`src/rtl/cpu_datapath.sv`:
```
// Execution datapath: 8-entry register file, A/B/C pipeline registers, shifter,
// ALU and Z/N/V status register, sequenced by the CPU controller's strobes.
`timescale 1ns/1ps

module cpu_datapath #(
    parameter int DATA_W = 16
) (
    input  logic              clk,
    input  logic              reset,
    input  logic [DATA_W-1:0] mdata,
    input  logic [DATA_W-1:0] sximm8,
    input  logic [DATA_W-1:0] sximm5,
    input  logic [7:0]        pc,
    input  logic [1:0]        vsel,
    input  logic              write,
    input  logic [2:0]        writenum,
    input  logic [2:0]        readnum,
    input  logic              loada,
    input  logic              loadb,
    input  logic              loadc,
    input  logic              loads,
    input  logic              asel,
    input  logic              bsel,
    input  logic [1:0]        shift,
    input  logic [1:0]        ALUop,
    output logic [DATA_W-1:0] datapath_out,
    output logic              Z_out,
    output logic              N_out,
    output logic              V_out
);

    localparam int NUM_REGS = 8;

    // Low until the first edge after reset release, so that edge changes nothing.
    logic run_reg;

    logic [DATA_W-1:0] a_reg;
    logic [DATA_W-1:0] b_reg;
    logic [DATA_W-1:0] c_reg;
    logic              z_reg;
    logic              n_reg;
    logic              v_reg;

    logic [DATA_W-1:0] wb_data;
    logic [DATA_W-1:0] read_data;
    logic [DATA_W-1:0] rf_word [NUM_REGS];
    logic [DATA_W-1:0] shift_out;
    logic [DATA_W-1:0] ain;
    logic [DATA_W-1:0] bin;
    logic [DATA_W-1:0] alu_out;
    logic              z_next;
    logic              n_next;
    logic              v_next;

    always_ff @(posedge clk or negedge reset) begin
        if (!reset) begin
            run_reg <= 1'b0;
        end else begin
            run_reg <= 1'b1;
        end
    end

    // Writeback source; uses C's pre-edge value, so loadc plus write stores the old C.
    always_comb begin
        wb_data = c_reg;
        case (vsel)
            2'b00:   wb_data = c_reg;
            2'b01:   wb_data = {{(DATA_W-8){1'b0}}, pc};
            2'b10:   wb_data = sximm8;
            default: wb_data = mdata;
        endcase
    end

    // Register file kept in flops (not RAM) because it must clear asynchronously.
    for (genvar gi = 0; gi < NUM_REGS; gi++) begin : g_rf
        logic [DATA_W-1:0] r_reg;

        always_ff @(posedge clk or negedge reset) begin
            if (!reset) begin
                r_reg <= '0;
            end else if (run_reg && write && (writenum == 3'(gi))) begin
                r_reg <= wb_data;
            end
        end

        assign rf_word[gi] = r_reg;
    end

    // Combinational read returns the pre-edge value; there is no write bypass.
    assign read_data = rf_word[readnum];

    always_comb begin
        shift_out = b_reg;
        case (shift)
            2'b00:   shift_out = b_reg;
            2'b01:   shift_out = {b_reg[DATA_W-2:0], 1'b0};
            2'b10:   shift_out = {1'b0, b_reg[DATA_W-1:1]};
            default: shift_out = {b_reg[DATA_W-1], b_reg[DATA_W-1:1]};
        endcase
    end

    assign ain = asel ? '0 : a_reg;
    assign bin = bsel ? sximm5 : shift_out;

    always_comb begin
        alu_out = '0;
        v_next  = 1'b0;
        case (ALUop)
            2'b00: begin
                alu_out = ain + bin;
                v_next  = (ain[DATA_W-1] == bin[DATA_W-1]) &&
                          (alu_out[DATA_W-1] != ain[DATA_W-1]);
            end
            2'b01: begin
                alu_out = ain - bin;
                v_next  = (ain[DATA_W-1] != bin[DATA_W-1]) &&
                          (alu_out[DATA_W-1] != ain[DATA_W-1]);
            end
            2'b10: begin
                alu_out = ain & bin;
            end
            default: begin
                alu_out = ~bin;
            end
        endcase
    end

    assign z_next = (alu_out == '0);
    assign n_next = alu_out[DATA_W-1];

    // Each strobe acts independently; any combination may fire on one edge.
    always_ff @(posedge clk or negedge reset) begin
        if (!reset) begin
            a_reg <= '0;
            b_reg <= '0;
            c_reg <= '0;
            z_reg <= 1'b0;
            n_reg <= 1'b0;
            v_reg <= 1'b0;
        end else if (run_reg) begin
            if (loada) begin
                a_reg <= read_data;
            end
            if (loadb) begin
                b_reg <= read_data;
            end
            if (loadc) begin
                c_reg <= alu_out;
            end
            if (loads) begin
                z_reg <= z_next;
                n_reg <= n_next;
                v_reg <= v_next;
            end
        end
    end

    assign datapath_out = c_reg;
    assign Z_out        = z_reg;
    assign N_out        = n_reg;
    assign V_out        = v_reg;

endmodule

```
`config.mk`:
```
export PLATFORM = sky130hd
export DESIGN_NAME = cpu_datapath
export DESIGN_NICKNAME = d
export VERILOG_FILES = /design/src/rtl/cpu_datapath.sv
export SDC_FILE = /design/constraint.sdc
export NUM_CORES = 1
export LEC_CHECK = 0
export BUFFER_PORTS_ARGS = -buffer_cell sky130_fd_sc_hd__buf_2
export CAP_MARGIN = 20
export CORE_ASPECT_RATIO = 0.8
export CORE_MARGIN = 3
export CORE_UTILIZATION = 40
export CTS_CLUSTER_SIZE = 20
export DETAILED_ROUTE_END_ITERATION = 8
export PLACE_DENSITY = 0.61
export RECOVER_POWER = 50
export SLEW_MARGIN = 10
export SYNTH_ARGS = -nofsm -noshare
export SYNTH_HDL_FRONTEND = slang
export SYNTH_SLANG_ARGS = --single-unit
```
`constraint.sdc`:
```
create_clock -name clk -period 9.3 [get_ports clk]
set_input_delay 0 -clock clk [delete_from_list [all_inputs] [get_ports clk]]
set_output_delay 0 -clock clk [all_outputs]
set_load 0.005 [all_outputs]
```
==> impl_metrics.csv, run 1 <==
group,metric,value,unit
pwr,powerDensity,227,mW/mm2
detailed_routing,drc,0,
floorplanning,fp.dieH,152,um
final_layout,drive_above_1_share,24.8,%
critical_path,timing.rr.end,"Z_out",
detailed_routing,ant_nets,0,
floorplanning,dieArea,0.0285,mm2
global_route,grt_pass1_vias,7721,
synthesis,ys_types,72,
final_layout,final_cell_mix,"dfrtp_1, a21oi_1, nor2_1, mux2_2, buf_2",
floorplanning,core,0.0257,mm2
sta,rsz0062_at_grt,"false",
floorplanning,die_x,188,um
pwr,seqPwrFrac,41.8,%
global_route,grt_pass1_wl,44.8,mm
place,place_hpwl,20.3,mm
sta,hold_viol_final,0,
run_status,violations,"max-capacitance violations, max-slew violations",
critical_path,arrival,5.99,ns
critical_path,startpoint_type,"input pin",
final_layout,fill_cells,2403,
global_route,overflow,0,
synthesis,ys_ff_latch,180,
place,pre_cts_slack,5.54,ns
sta,whs,0.0365,ns
sta,tightest_slew,3.70,ns
pwr,p_sw_share,33.0,%
pwr,vdd_drop_max,0.148,mV
sta,post-route-min-period,5.56,ns
floorplanning,initial_core_util,41.2,%
hold_path,hold_depth,3,
sta,slew_viol_final,172,
pwr,switchingPower,894,uW
clock_tree,ctsHoldBuffers,1,
pwr,pwr-share-clk,28.1,%
critical_path,ff2ff_setup_slack,5.46,ns
clock_tree,clockBufferDepth,2,
detailed_routing,viasPerCell,5.60,
synthesis,synthCells,1013,
clock_tree,clk_pin_slew,0.07,ns
synthesis,synth_warnings,0,
detailed_routing,routed_wl,28.7,mm
clock_tree,cts_setup_buffers,0,
pwr,finalPower,2710,uW
clock_tree,cts_resized,0,
final_layout,regArea,0.00450,mm2
place,place_congestion,0.904,
critical_path,r2r_cells,14,
place,io_buffer_count,95,
sta,layout_setup_ws,3.74,ns
critical_path,required,9.73,ns
final_layout,syn_to_final_growth,12.8,%
synthesis,postSynthAreaPerCell,10.5,um2
critical_path,path_class,"in -> async",
detailed_routing,initialDrtViolationCount,855,
clock_tree,clk_latency,0.44,ns
sta,max_slew_margin,-147,%
global_route,grt_max_degree,112,
hold_path,hold_start,"loads",
clock_tree,cts_root_buffer,"clkbuf_16",
synthesis,syn-cell-area,0.0106,mm2
sta,fmax,0.180,GHz
clock_tree,numCtsBuffers,17,
hold_path,worstHoldPathType,"in -> reg",
synthesis,synth_nets,1124,
synthesis,synthArstFlopShare,100,%
final_layout,nets,1187,
detailed_routing,wl_per_cell,19.9,um
floorplanning,rows,52,
global_route,antenna_found_initial,1,
detailed_routing,first_pass_iters,5,
final_layout,largest_reg_flops,128,
final_layout,final_common_cell,"dfrtp_1",
clock_tree,cts_tree,"built",
detailed_routing,vias,8063,
job,drv_cap,4,
synthesis,synth_ff_type,"dfrtp_1",
clock_tree,ctsHtreeMaxLevel,4,
sta,setup_tns,0,ns
critical_path,r2r-start,"b_reg[0]",
critical_path,end_kind,"async pin",
synthesis,synth_edf_count,0,
sta,clock_skew,0.0123,ns
clock_tree,cts_sinks,180,
pwr,pwr-share-comb,30.1,%
sta,final-setup-viol-count,0,
final_layout,multi_input_area,0.00566,mm2
pwr,power_leakage,0.00525,uW
hold_path,worstHoldEndpoint,"V_out",
floorplanning,io_pins,96,
critical_path,cp_max_fo,70,
global_route,grtUsageTotal,20.5,%
sta,fin_crit_sh,59.8,%
synthesis,ys_seq_area_share,42.5,%
pwr,power.internal,1820,uW
run_status,status,"finished with violations",
-- cell usage after synthesis (26+ instances only) --
| master | n | area share, % |
|---|---|---|
| o21ai_0 | 39 | 1.8 |
| mux2i_1 | 43 | 4.1 |
| clkbuf_1 | 43 | 1.5 |
| dfrtp_1 | 180 | 43 |
| nand2_1 | 78 | 2.8 |
| mux4_2 | 42 | 8.9 |
| inv_1 | 36 | 1.3 |
| mux2_2 | 86 | 9.1 |
| ha_1 | 32 | 3.8 |
| nor2b_1 | 26 | 1.5 |
| nor2_1 | 111 | 3.9 |
| a21oi_1 | 110 | 5.2 |
-- stage by stage --
stage / instances / instance area, um2 / util [%]
2_1_floorplan: 1013 / 10600 / -
3_3_place_gp: 1403 / 11300 / 44.0
3_5_place_dp: 1403 / 11300 / 44.0
4_1_cts: 1436 / 11900 / 46.4
5_1_grt: 1441 / 12000 / 46.5
6_report: 1441 / 12000 / 46.5
-- power by group through the flow --
stage	registers [uW]	logic (uW)	clock network, uW
floorplan	1090	617	0
global placement	1140	795	0
detailed placement	1150	810	0
CTS	1130	815	779
global route	1160	902	813
finish	1130	815	763
-- worst max-delay path: stages --
cell           delay [ns]
dlygate4sd3_1        0.52
clkbuf_1             1.59
clkbuf_1             2.70
buf_4                1.07
-- worst max path at each step --
stage                        start                to  slack [ns]  cells past startpoint
after global routing         reset  g_rf[0].r_reg[0]        2.59                      4
after CTS                 b_reg[0]             Z_out        5.51                     14
after global placement    b_reg[0]             Z_out        5.64                     14
final                        reset  g_rf[0].r_reg[0]        3.74                      4
after floorplan           b_reg[7]             N_out        6.05                     16
after detailed placement  b_reg[0]             Z_out        5.54                     14
-- per-layer routing --
layer / track usage (%) / part of all wire [%]
met1: 31.0 / 49
met2: 30.5 / 44
met3: 4.14 / 5.9
met4: 4.50 / 1.3
met5: 0 / 0
-- kinds of logic (layout without fill, tap and decap cells) --
logic type / after synthesis / in the layout / synth area share, %
other: 1 / 2 / 0.0354
DFF: 180 / 180 / 42.5
AOI/OAI and AO/OA: 238 / 238 / 14.3
adders and majority gates: 34 / 34 / 4.16
muxes: 172 / 172 / 22.2
buffers and inverters: 104 / 180 / 4.11
xor gates and xnor gates: 10 / 10 / 0.827
and+or+nand+nor: 274 / 274 / 11.8
-- cell type report --
class | instances | share of cell area, %
clock inverter | 14 | 1.46
multi-input combinational | 729 | 47.4
timing repair buffer | 110 | 4.92
sequential | 180 | 37.7
antenna | 1 | 0.0209
inverter | 38 | 1.19
tap | 351 | 3.68
clock buffer | 18 | 3.68
Note: power is estimated with default switching activity, not from simulation.
==> run 2: changes to the inputs <==
--- a/config.mk
+++ b/config.mk
@@ -5,6 +5,7 @@
 export SDC_FILE = /design/constraint.sdc
 export NUM_CORES = 1
 export LEC_CHECK = 0
+export ABC_AREA = 1
 export BUFFER_PORTS_ARGS = -buffer_cell sky130_fd_sc_hd__buf_2
 export CAP_MARGIN = 20
 export CORE_ASPECT_RATIO = 0.8
==> constraint.sdc (replaced) <==
create_clock -name clk -period 5.5 [get_ports clk]
set_input_delay 0 -clock clk [delete_from_list [all_inputs] [get_ports clk]]
set_output_delay 0 -clock clk [all_outputs]
set_load 0.005 [all_outputs]
==> impl_metrics.csv, run 2 <==
group,metric,value,unit
floorplanning,die_x,190,um
floorplanning,rows,53,
sta,slew_viol_final,59,
synthesis,syn-cell-area,0.0108,mm2
clock_tree,clockBufferDepth,2,
synthesis,synth_ff_type,"dfrtp_1",
sta,clock_skew,0.0135,ns
synthesis,synth_most_common_cell,"nand2_1",
synthesis,ys_ff_latch,180,
place,place_congestion,0.936,
place,io_buffer_count,95,
clock_tree,numCtsBuffers,17,
final_layout,fill_cells,2762,
sta,rsz0062_at_grt,"false",
clock_tree,cts_sinks,180,
floorplanning,fp.dieH,153,um
critical_path,end_kind,"async pin",
synthesis,ys_types,40,
critical_path,startpoint_type,"input pin",
sta,fin_crit_sh,60.1,%
critical_path,required,5.95,ns
final_layout,nets,1726,
detailed_routing,routed_wl,33.7,mm
global_route,grt_max_degree,75,
run_status,violations,"max-capacitance violations, max-slew violations",
critical_path,path_class,"in -> async",
critical_path,max_stage_delay,2.18,ns
clock_tree,cts_resized,0,
final_layout,final_cells,1984,
synthesis,ys_seq_area_share,41.6,%
pwr,power_leakage,0.00609,uW
pwr,vdd_drop_max,0.246,mV
detailed_routing,drc,0,
synthesis,post-synth-top-area-cell,"dfrtp_1",
sta,tightest_slew,3.09,ns
global_route,antenna_found_initial,0,
clock_tree,cts_tree,"built",
global_route,grt_pass1_vias,9474,
critical_path,slowest_stage,"clkbuf_1",
floorplanning,io_pins,96,
synthesis,synth_edf_count,0,
floorplanning,initial_core_util,41.0,%
detailed_routing,viasPerCell,5.29,
final_layout,post-route-util,45.6,%
clock_tree,ctsHtreeMaxLevel,4,
clock_tree,clk_latency,0.43,ns
pwr,powerDensity,326,mW/mm2
sta,final-setup-viol-count,0,
synthesis,postSynthAreaPerCell,6.95,um2
synthesis,synth_top_area_share,41.6,%
run_status,status,"finished with violations",
synthesis,synthCells,1560,
job,drv_cap,1,
sta,fmax,0.303,GHz
synthesis,synthArstFlopShare,100,%
sta,setup_tns,0,ns
global_route,grtUsageTotal,23.2,%
final_layout,final_common_cell,"nand2_1",
detailed_routing,ant_nets,0,
sta,post-route-min-period,3.30,ns
synthesis,synthTopCellsByCount,"nand2_1, o21ai_0, dfrtp_1",
global_route,overflow,0,
detailed_routing,vias,10500,
synthesis,synthTopCellsByArea,"dfrtp_1, nand2_1, o21ai_0",
final_layout,n_antenna_cell,0,
place,dp_cells,1952,
detailed_routing,initialDrtViolationCount,1065,
clock_tree,cts_root_buffer,"clkbuf_16",
critical_path,cp_cell_sequence,"dlygate4sd3_1 > clkbuf_1 > buf_4",
pwr,finalPower,3940,uW
global_route,grt_pass1_wl,53.4,mm
synthesis,synth_warnings,0,
final_layout,drive_above_1_share,9.04,%
final_layout,syn_to_final_growth,11.3,%
detailed_routing,wl_per_cell,17.0,um
sta,hold_viol_final,0,
floorplanning,dieArea,0.0291,mm2
sta,max_slew_margin,-106,%
critical_path,arrival,3.75,ns
floorplanning,core,0.0265,mm2
detailed_routing,first_pass_iters,5,
clock_tree,clk_pin_slew,0.07,ns
hold_path,worstHoldPathType,"in -> reg",
final_layout,largest_reg_flops,128,
synthesis,synth_nets,1671,
critical_path,cp_max_fo,66,
place,pre_cts_slack,2.29,ns
final_layout,final_cell_mix,"nand2_1, o21ai_0, dfrtp_1, inv_1, nand3_1",
sta,layout_setup_ws,2.20,ns
place,place_hpwl,24.2,mm
[run 2: cell count changes in the layout (fill, tap and decap cells not counted), moves of 11 or more]
cell,change
mux4_2,-42
nand2b_1,-11
mux2i_1,-43
mux2_2,-86
nand3_1,+114
inv_1,+108
a21oi_1,-51
o21ai_0,+205
nor2b_1,-26
nand2_1,+440
[run 2: report_power, final]
group | internal [uW] | switching [uW]
Sequential | 1590 | 155
Combinational | 345 | 676
Clock | 632 | 541
Total | 2570 | 1370
[run 2: cells by family (layout without fill, tap and decap cells)]
| family | Yosys count | after routing | share of synthesized area, % |
|---|---|---|---|
| and+or+nand+nor | 779 | 779 | 29.3 |
| AOI/OAI and AO/OA | 345 | 345 | 16.8 |
| buffers and inverters | 220 | 287 | 8.11 |
| DFF | 180 | 180 | 41.6 |
| adders and majority gates | 34 | 34 | 4.06 |
| other | 1 | 1 | 0.0346 |
| xor gates and xnor gates | 1 | 1 | 0.0808 |
[run 2: through the flow]
step | cell area, um2 | hold WS, ns
after floorplan | 10800 | -0.296
after global placement | 11500 | 0.00745
after detailed placement | 11500 | 0.00363
after CTS | 12100 | 0.000926
after global routing | 12100 | 0.0373
final | 12100 | 0.00672
[run 2: worst paths after layout]
path	start	endpoint	slack, ns	cells past startpoint
setup / recovery	reset	g_rf[5].r_reg[5]	2.20	3
hold / removal	mdata[3]	g_rf[7].r_reg[3]	0.007	3
setup reg to reg	b_reg[6]	Z_out	2.50	18
hold reg to reg	g_rf[3].r_reg[13]	g_rf[3].r_reg[13]	0.47	2
max in group clk	b_reg[6]	Z_out	2.50	18
min in group asynchronous	reset	datapath_out[10]	1.14	2
[run 2: metal layers]
| layer | vias up | GRT usage, % | part of all wire [%] |
|---|---|---|---|
| met2 | 374 | 33.3 | 42 |
| met5 | - | 0 | 0 |
| met1 | 4922 | 37.0 | 51 |
| met3 | 20 | 3.83 | 6.8 |
| li1 | 5174 | - | - |
| met4 | 0 | 4.08 | 0.91 |
[run 2: final cells by class]
class	instances	area (um2)	share of cell area, %
well taps	357	447	3.70
multi-input cells	1160	5450	45.2
clock buffers	19	433	3.59
clock inverters	12	123	1.02
repair buffers	107	548	4.54
flip-flops and latches	180	4500	37.3
inverters	149	559	4.64
[run 2: worst max-delay path: cells and delay by family]
family | cells | cell delay, ns
buffers and inverters | 3 | 3.67
[run 2: repair_timing]
item / CTS / global route
hold buffers: 1 / 0
buffers inserted: 0 / 0
hold endpoints to repair: 56 / 0
==> run 3: changes to the inputs <==
--- a/config.mk
+++ b/config.mk
@@ -13,7 +13,7 @@
 export CORE_UTILIZATION = 40
 export CTS_CLUSTER_SIZE = 20
 export DETAILED_ROUTE_END_ITERATION = 8
-export PLACE_DENSITY = 0.61
+export PLACE_DENSITY = 0.63
 export RECOVER_POWER = 50
 export SLEW_MARGIN = 10
 export SYNTH_ARGS = -nofsm -noshare
==> constraint.sdc (replaced) <==
create_clock -name clk -period 3 [get_ports clk]
set_input_delay 0 -clock clk [delete_from_list [all_inputs] [get_ports clk]]
set_output_delay 0 -clock clk [all_outputs]
set_load 0.005 [all_outputs]
==> impl_metrics.csv, run 3 (synthesis results as in run 2) <==
group,metric,value,unit
run_status,status,"finished with violations",
run_status,violations,"max-capacitance violations, max-slew violations",
final_layout,nets,1758,
critical_path,required,3.37,ns
sta,rsz0062_at_grt,"false",
clock_tree,clk_pin_slew,0.07,ns
clock_tree,numCtsBuffers,17,
critical_path,startpoint_type,"flop",
detailed_routing,ant_nets,0,
global_route,grt_pass1_vias,9523,
clock_tree,ctsHtreeMaxLevel,4,
final_layout,final_common_cell,"nand2_1",
hold_path,worstHoldPathType,"in -> reg",
pwr,pwr-share-clk,30.0,%
global_route,grt_pass1_wl,53.3,mm
sta,tightest_slew,2.27,ns
detailed_routing,drc,0,
sta,final-setup-viol-count,0,
global_route,grtUsageTotal,23.3,%
floorplanning,dieArea,0.0291,mm2
critical_path,arrival,3.18,ns
place,io_buffer_count,95,
critical_path,end_kind,"flop",
pwr,switchingPower,2490,uW
final_layout,drive_above_1_share,11.7,%
global_route,grt_max_degree,90,
floorplanning,initial_core_util,41.0,%
pwr,power_leakage,0.00625,uW
place,place_congestion,0.964,
floorplanning,die_x,190,um
detailed_routing,viasPerCell,5.25,
clock_tree,clockBufferDepth,2,
detailed_routing,first_pass_iters,5,
detailed_routing,vias,10600,
final_layout,largest_reg_flops,128,
floorplanning,core,0.0265,mm2
critical_path,cp_max_fo,8,
clock_tree,cts_tree,"built",
sta,slew_viol_final,88,
job,drv_cap,1,
pwr,vdd_drop_max,0.450,mV
global_route,antenna_found_initial,0,
sta,hold_viol_final,0,
critical_path,path_class,"reg -> reg",
pwr,power.internal,4870,uW
sta,max_slew_margin,-51.3,%
sta,fmax,0.357,GHz
sta,setup_tns,0,ns
floorplanning,fp.dieH,153,um
floorplanning,io_pins,96,
pwr,p_sw_share,33.9,%
clock_tree,cts_sinks,180,
final_layout,syn_to_final_growth,14.8,%
final_layout,final_cell_mix,"nand2_1, o21ai_0, dfrtp_1, inv_1, nand3_1",
pwr,pwr-share-comb,26.6,%
detailed_routing,wl_per_cell,16.9,um
global_route,overflow,0,
final_layout,n_antenna_cell,0,
detailed_routing,initialDrtViolationCount,1167,
clock_tree,clk_latency,0.43,ns
sta,post-route-min-period,2.80,ns
sta,fin_crit_sh,93.5,%
floorplanning,rows,53,
pwr,seqPwrFrac,43.4,%
final_layout,post-route-util,47.0,%
sta,clock_skew,0.0108,ns
detailed_routing,routed_wl,34.1,mm
clock_tree,cts_root_buffer,"clkbuf_16",
place,place_hpwl,24.7,mm
pwr,powerDensity,591,mW/mm2
[run 3: cell types whose count changed in the layout (fill, tap and decap cells not counted), sizes merged]
cell         previous run  this run
dlygate4sd3             1         5
bufinv                  1         2
clkinvlp                3         4
buf                    96       123
clkbuf                 29        32
inv                   152       149
[run 3: routing by layer]
metal | routed length, um | global-route usage (%) | up-vias
li1 | - | - | 5237
met5 | 0 | 0 | -
met2 | 14300 | 33.3 | 417
met1 | 16400 | 35.8 | 4904
met4 | 626 | 6.44 | 0
met3 | 2780 | 4.29 | 38
[run 3: through the flow]
step / cells / setup WS (ns) / hold slack [ns] / cell area (um2) / power (uW)
after global placement: 1978 / 0.143 / 0.147 / 11800 / 5090
after detailed placement: 1978 / 0.124 / 0.140 / 11800 / 5140
after CTS: 2015 / 0.102 / 0.00105 / 12400 / 7360
after floorplan: 1560 / 0.672 / -0.296 / 10800 / 4460
after global routing: 2017 / 0.0109 / 0.0250 / 12400 / 7820
final: 2017 / 0.196 / 0.0163 / 12400 / 7360
[run 3: critical path, cell delays in order (launching register included)]
cell and delay [ns]:
dfrtp_1 0.43, a21oi_1 0.14, nand3_1 0.11, o21ai_0 0.16, inv_1 0.08, ha_1 0.43, nand2_1 0.17, nor2_1 0.26
nand3_1 0.19, nand3_1 0.11, nand2_1 0.05, nand3_1 0.08, nand3_1 0.08, nand2_1 0.12, nand2_1 0.07, nor2_1 0.13
nand3_1 0.08, nand2_1 0.06
[run 3: cell type report]
type / instances / area [um2]
Sequential cell: 180 / 4500
Multi-Input combinational cell: 1160 / 5510
Clock buffer: 21 / 450
Tap cell: 357 / 447
Timing Repair Buffer: 139 / 843
Clock inverter: 11 / 126
Inverter: 149 / 559
Fill cell: 2734 / 14000
[run 3: power by group through the flow]
stage	registers (uW)	logic (uW)	clock network (uW)
6_report	3190	1950	2210
5_1_grt	3250	2220	2350
4_1_cts	3190	1920	2250
3_5_place_dp	3230	1900	0
3_3_place_gp	3220	1870	0
2_1_floorplan	3160	1310	0
[run 3: final timing paths]
path,start,end,slack [ns],depth (start not counted)
worst max-delay path,b_reg[10],Z_out,0.20,17
worst min-delay path,mdata[5],g_rf[2].r_reg[5],0.02,3
worst max register to register,b_reg[10],Z_out,0.20,17
worst min register to register,g_rf[0].r_reg[14],g_rf[0].r_reg[14],0.47,2
max in group asynchronous,reset,b_reg[14],0.87,2
min in group asynchronous,reset,g_rf[0].r_reg[12],0.78,2
[run 3: what timing repair did]
| item | CTS | global route |
|---|---|---|
| hold endpoints to repair | 97 | 0 |
| endpoints found under the setup margin | 0 | 2 |
| hold buffers | 5 | 0 |
| buffers inserted | 0 | 2 |
| resized for setup | 0 | 20 |
